<file path="src/rtl/key_lock_pkg.sv">
// key_lock_pkg
// Shared definitions for the key-locked core controller, its test harness
// and the locked-core wrappers.
//   key_state_e        : controller state encoding (2 bits)
//   KEY_W_DEF          : default candidate key width
//   MAX_FAIL_DEF       : default failed attempts before lockout
//   TIMEOUT_STEPS_DEF  : default step pulses allowed in RUN without a verdict
package key_lock_pkg;

    typedef enum logic [1:0] {
        ST_IDLE     = 2'd0,
        ST_RUN      = 2'd1,
        ST_UNLOCKED = 2'd2,
        ST_LOCKOUT  = 2'd3
    } key_state_e;

    localparam int KEY_W_DEF         = 8;
    localparam int MAX_FAIL_DEF      = 5;
    localparam int TIMEOUT_STEPS_DEF = 16;

endpackage

</file>
<file path="src/rtl/key_bit_mux.sv">
// key_bit_mux
// Holds the candidate key and a wrapping bit index; presents the selected
// key bit to the locked core.
//   clk, rst        : clock, asynchronous active-high reset
//   load_i          : capture key_data_i and clear the index to 0
//   key_data_i      : candidate key
//   adv_i           : advance the index by one, wrapping KEY_W-1 -> 0
//   key_bit_o       : key_q[idx_q]
//   key_idx_o       : current bit index
module key_bit_mux #(
    parameter int KEY_W = 8,
    parameter int IDX_W = 3
) (
    input  logic             clk,
    input  logic             rst,
    input  logic             load_i,
    input  logic [KEY_W-1:0] key_data_i,
    input  logic             adv_i,
    output logic             key_bit_o,
    output logic [IDX_W-1:0] key_idx_o
);

    localparam logic [IDX_W-1:0] LAST_IDX = IDX_W'(KEY_W - 1);

    logic [KEY_W-1:0] key_q, key_d;
    logic [IDX_W-1:0] idx_q, idx_d;

    // load wins over adv; the controller never asserts both together.
    always_comb begin
        key_d = key_q;
        idx_d = idx_q;
        if (load_i) begin
            key_d = key_data_i;
            idx_d = '0;
        end else if (adv_i) begin
            idx_d = (idx_q == LAST_IDX) ? '0 : idx_q + IDX_W'(1);
        end
    end

    always_ff @(posedge clk or posedge rst) begin
        if (rst) begin
            key_q <= '0;
            idx_q <= '0;
        end else begin
            key_q <= key_d;
            idx_q <= idx_d;
        end
    end

    assign key_bit_o = key_q[idx_q];
    assign key_idx_o = idx_q;

endmodule

</file>
<file path="src/rtl/key_schedule_ctrl.sv">
// key_schedule_ctrl
// Sequences a candidate key, one bit per key-dependent transition, into the
// single keyinput0 port of a locked FSM; counts failed attempts and locks out.
// Handshake: a key transfers on the rising edge where key_valid && key_ready;
// key_ready is high only in IDLE and never depends on key_valid.
//   clk, rst              : clock, asynchronous active-high reset
//   key_valid/key_data    : candidate key offer
//   key_ready             : high in IDLE
//   step                  : pulse per key-dependent transition of the core
//   check_valid/check_pass: checker verdict pulse
//   keyinput0, key_idx    : key bit driven to the core and its index
//   busy/unlocked/lockout : RUN / UNLOCKED / LOCKOUT state flags
//   fail_count            : failed attempts (saturating at MAX_FAIL)
//   dbg_state             : raw FSM state for observation
module key_schedule_ctrl
    import key_lock_pkg::*;
#(
    parameter int KEY_W         = KEY_W_DEF,
    parameter int IDX_W         = $clog2(KEY_W),
    parameter int MAX_FAIL      = MAX_FAIL_DEF,
    parameter int FAIL_W        = $clog2(MAX_FAIL + 1),
    parameter int TIMEOUT_STEPS = TIMEOUT_STEPS_DEF
) (
    input  logic              clk,
    input  logic              rst,
    input  logic              key_valid,
    input  logic [KEY_W-1:0]  key_data,
    output logic              key_ready,
    input  logic              step,
    input  logic              check_valid,
    input  logic              check_pass,
    output logic              keyinput0,
    output logic [IDX_W-1:0]  key_idx,
    output logic              busy,
    output logic              unlocked,
    output logic              lockout,
    output logic [FAIL_W-1:0] fail_count,
    output key_state_e        dbg_state
);

    localparam int SC_W = $clog2(TIMEOUT_STEPS + 1);
    localparam logic [SC_W-1:0]   TIMEOUT_C  = SC_W'(TIMEOUT_STEPS);
    localparam logic [FAIL_W-1:0] MAX_FAIL_C = FAIL_W'(MAX_FAIL);

    key_state_e        state_q, state_d;
    logic [SC_W-1:0]   step_cnt_q, step_cnt_d;
    logic [FAIL_W-1:0] fail_count_q, fail_count_d;
    logic              load, adv, fail, key_bit;

    always_comb begin
        state_d      = state_q;
        step_cnt_d   = step_cnt_q;
        fail_count_d = fail_count_q;
        load         = 1'b0;
        adv          = 1'b0;
        fail         = 1'b0;
        case (state_q)
            ST_IDLE: begin
                if (key_valid) begin
                    load       = 1'b1;
                    step_cnt_d = '0;
                    state_d    = ST_RUN;
                end
            end
            ST_RUN: begin
                // A step on the same cycle as a verdict still advances the index.
                adv = step;
                if (step) begin
                    step_cnt_d = step_cnt_q + SC_W'(1);
                end
                // A verdict outranks a timeout landing on the same step.
                if (check_valid) begin
                    if (check_pass) begin
                        fail_count_d = '0;
                        state_d      = ST_UNLOCKED;
                    end else begin
                        fail = 1'b1;
                    end
                end else if (step && (step_cnt_q + SC_W'(1) == TIMEOUT_C)) begin
                    fail = 1'b1;
                end
                if (fail) begin
                    fail_count_d = (fail_count_q == MAX_FAIL_C) ? fail_count_q
                                                                : fail_count_q + FAIL_W'(1);
                    state_d      = (fail_count_q + FAIL_W'(1) == MAX_FAIL_C) ? ST_LOCKOUT
                                                                            : ST_IDLE;
                end
            end
            ST_UNLOCKED: begin
                adv = step;
            end
            default: begin
                // LOCKOUT: everything frozen until reset.
            end
        endcase
    end

    always_ff @(posedge clk or posedge rst) begin
        if (rst) begin
            state_q      <= ST_IDLE;
            step_cnt_q   <= '0;
            fail_count_q <= '0;
        end else begin
            state_q      <= state_d;
            step_cnt_q   <= step_cnt_d;
            fail_count_q <= fail_count_d;
        end
    end

    key_bit_mux #(
        .KEY_W (KEY_W),
        .IDX_W (IDX_W)
    ) u_key_bit_mux (
        .clk        (clk),
        .rst        (rst),
        .load_i     (load),
        .key_data_i (key_data),
        .adv_i      (adv),
        .key_bit_o  (key_bit),
        .key_idx_o  (key_idx)
    );

    assign key_ready  = (state_q == ST_IDLE);
    assign busy       = (state_q == ST_RUN);
    assign unlocked   = (state_q == ST_UNLOCKED);
    assign lockout    = (state_q == ST_LOCKOUT);
    // The key bit only reaches the core while a key is being applied or is live.
    assign keyinput0  = key_bit && (state_q == ST_RUN || state_q == ST_UNLOCKED);
    assign fail_count = fail_count_q;
    assign dbg_state  = state_q;

endmodule

</file>
<file path="config.mk">
export PLATFORM = sky130hd
export DESIGN_NAME = key_schedule_ctrl
export DESIGN_NICKNAME = d
export VERILOG_FILES = /design/src/rtl/key_lock_pkg.sv /design/src/rtl/key_bit_mux.sv /design/src/rtl/key_schedule_ctrl.sv
export SDC_FILE = /design/constraint.sdc
export NUM_CORES = 1
export LEC_CHECK = 0
export BUFFER_PORTS_ARGS = -buffer_cell sky130_fd_sc_hd__buf_2
export CAP_MARGIN = 20
export CORE_MARGIN = 3
export CORE_UTILIZATION = 27
export CTS_BUF_LIST = sky130_fd_sc_hd__clkbuf_4 sky130_fd_sc_hd__clkbuf_8
export CTS_CLUSTER_SIZE = 28
export DETAILED_ROUTE_END_ITERATION = 12
export GPL_TIMING_DRIVEN = 0
export PLACE_DENSITY_LB_ADDON = 0.2
export SLEW_MARGIN = 0
export SYNTH_ARGS = -nofsm -noshare
export SYNTH_HDL_FRONTEND = slang
export SYNTH_HIERARCHICAL = 1
export SYNTH_SLANG_ARGS = --single-unit
</file>
<file path="constraint.sdc">
create_clock -name clk -period 2.3 [get_ports clk]
set_clock_uncertainty 0.2 [all_clocks]
set_input_delay 0.46 -clock clk [delete_from_list [all_inputs] [get_ports clk]]
set_output_delay 0.46 -clock clk [all_outputs]
set_load 0.01 [all_outputs]
</file>
==> impl_metrics.yaml <==
outcome:
  outcome: "finished, violations left"
  violations: "negative hold slack, negative setup slack"
critical_path:
  r2r_slack_ps: 260
  worst_ep_required_time_ps: 1640
  critPathLaunchType: "flop"
  crit_fanout: 3
  r2r_cells: 7
  path_class: "flop to primary output"
  cp-end-kind: "primary output"
  cp.arrival_ps: 1710
  r2r_end: "step_cnt_q[4]"
  worstReg2RegStart: "dbg_state[1]"
power_and_ir_drop:
  seqPwrFrac: 0.510
  swShare: 0.296
  pwr-share-comb: 0.190
  p_per_area_nw_per_um2: 557
  p_int_w: 0.000604
  vdd_ir_drop_max_mv: 0.167
  leakage_nw: 0.774
  p_clk_frac: 0.300
  p_sw_w: 0.000254
grt:
  grt_usage: 0.112
  antenna_found_initial: 0
  overflow: 0
  grt_pass1_wl_um: 4840
  grt_pass1_vias: 1034
  grt_max_degree: 14
die:
  die_x_um: 75.0
  dieHeight_um: 75.0
  io-pin-count: 27
  initial_core_util: 0.287
  core_um2: 4470
  row_count: 24
  die_area_um2: 5620
synthesis:
  synth_area_um2: 1280
  yosysSeqAreaShare: 0.409
  yosysWarnings: 6
  avgSynthCellArea_um2: 10.4
  synth.distinct_cells: 33
  synth_cells: 123
  syn_nets: 148
  ys_ff_latch: 21
placed_design:
  dp_hpwl_um: 2270
  placed_cell_area_um2: 1480
  io_buffers: 26
  placed_cells: 201
  place_congestion: 0.769
sta:
  setup_viol: 1
  fin_ws_ps: -68.8
  slew_violations: 0
  fin_crit_sh: 1.03
  worst_pin_slew_ps: 437
  fmax_ghz: 0.422
  fin_tns_setup_ps: -68.8
  whs_ps: -12.2
  rsz0062_at_grt: "true"
  finalCriticalPeriod_ps: 2370
  slew_headroom: 0.708
  hold_viol: 21
finish:
  n_antenna_cell: 0
  final_common_cell: "buf_2"
  fin_nets: 180
  drive_above_1_share: 0.325
  final_cell_area_um2: 1540
  final_cell_mix: "buf_2, dfrtp_1, ha_1, nand2_1, o21ai_0"
  final_cell_count_no_fill: 206
  num-fill-cells: 467
  layout-area-overhead-vs-synth_pct: 20.1
clocking:
  clock-sinks: 21
  clock_path_buffers: 2
  clock_latency_ps: 260
  clockRootBuffer: "clkbuf_8"
  cts-buffers-inserted: 3
  cts_tree: "done"
  htreeDepth: 1
  clk_pin_slew_worst_paths_ps: 90
detailed_routing:
  route.detailed.drc: 0
  viasPerCell: 4.95
  drt-pass1-iter-count: 4
  drt_iter0_drc: 57
  drt-total-wl_um: 2870
  drtAntennaViolNets: 0
  via_count: 1019
  post_drt_wl_per_cell_um: 13.9
min_path:
  min_path_type: "input pin to asynchronous set/reset pin"
flow_run:
  maxCapViolCount: 0
## worst max-delay path by stage
stage	startpoint	endpoint	slack (ps)	cells after the start
detailed placement	u_key_bit_mux/key_idx_o[0]	keyinput0	20	4
floorplan	u_key_bit_mux/key_idx_o[0]	keyinput0	210	3
global route	u_key_bit_mux/key_idx_o[0]	keyinput0	-120	4
CTS	u_key_bit_mux/key_idx_o[0]	keyinput0	-90	4
finish	u_key_bit_mux/key_idx_o[0]	keyinput0	-70	4
global placement	u_key_bit_mux/key_idx_o[0]	keyinput0	70	4
## Yosys cell counts, drive strengths merged
library cell	instances	area [µm²]
o21ai	9	45.0
o22ai	1	12.5
a211oi	1	7.51
and2	7	45.1
nand4b	1	8.76
xor2	2	17.5
a21oi	7	38.8
inv	7	26.3
mux4	2	52.6
dfrtp	21	526
or2b	1	7.51
o211ai	1	7.51
xnor2	1	8.76
or3	1	6.26
and3	2	12.5
nor2	3	11.3
o211a	1	10.0
nand3	6	30.0
or3b	1	8.76
mux2	9	101
ha	11	138
mux2i	3	30.0
nand4	4	25.0
nand2	10	37.5
nand2b	1	6.26
a21o	1	7.51
a41oi	1	8.76
nor2b	3	18.8
o31ai	2	15.0
buf	3	13.8
## kinds of logic after synthesis
family | count (synthesis) | share of synthesized area
xor gates and xnor gates | 3 | 0.0205
adders and majority gates | 11 | 0.107
and+or+nand+nor | 40 | 0.170
DFF | 21 | 0.409
muxes | 14 | 0.143
AOI/OAI and AO/OA | 24 | 0.119
buffers and inverters | 10 | 0.0312
## power by group through the flow
stage / registers (W) / logic, W / clock network, W
final: 0.000438 / 0.000163 / 0.000257
after global routing: 0.000443 / 0.000185 / 0.000280
after CTS: 0.000439 / 0.000166 / 0.000264
after detailed placement: 0.000447 / 0.000149 / 0
after global placement: 0.000442 / 0.000145 / 0
after floorplan: 0.000446 / 0.0000788 / 0
## per-layer routing
metal,part of all wire,track usage,vias to the layer above
li1,-,-,499
met1,0.46,0.147,499
met2,0.49,0.187,17
met3,0.029,0.0174,4
met4,0.015,0.0415,0
met5,0,0,-
## final cells by class
| cell class | instances | area [µm²] | area share |
|---|---|---|---|
| buffer | 3 | 13.8 | 0.00893 |
| clock buffer | 3 | 41.3 | 0.0268 |
| clock inverter | 1 | 7.51 | 0.00487 |
| inverter | 7 | 26.3 | 0.0170 |
| multi-input combinational | 92 | 717 | 0.465 |
| sequential | 21 | 527 | 0.342 |
| tap | 52 | 65.1 | 0.0422 |
| timing repair buffer | 27 | 144 | 0.0933 |
## worst max-delay path, stage by stage, from the launching register on
cell and delay (ps):
dfrtp_2 420, mux4_2 510, mux2_4 270, and2_4 140
buf_6 110
## registers in the layout, indices dropped and copies added (netlist names)
register                 cells
step_cnt_q                   5
dbg_state                    2
u_key_bit_mux/key_idx_o      3
u_key_bit_mux/key_q          8
fail_count                   3
## metrics by stage
step | setup slack, ps | util | total power [W]
5_1_grt | -121 | 0.345 | 0.000907
4_1_cts | -88.3 | 0.345 | 0.000869
6_report | -68.8 | 0.345 | 0.000858
3_5_place_dp | 17.6 | 0.331 | 0.000596
2_1_floorplan | 205 | - | 0.000525
3_3_place_gp | 70.1 | 0.331 | 0.000586
## timing repair
| item | CTS | global route |
|---|---|---|
| hold buffers | 0 | 0 |
| pin swaps | 1 | 0 |
| hold endpoints to repair | 0 | 0 |
| buffers inserted | 1 | 0 |
| gates resized for setup | 6 | 0 |
| endpoints found under the setup margin | 1 | 1 |
Power figures use the tool's default switching activity.
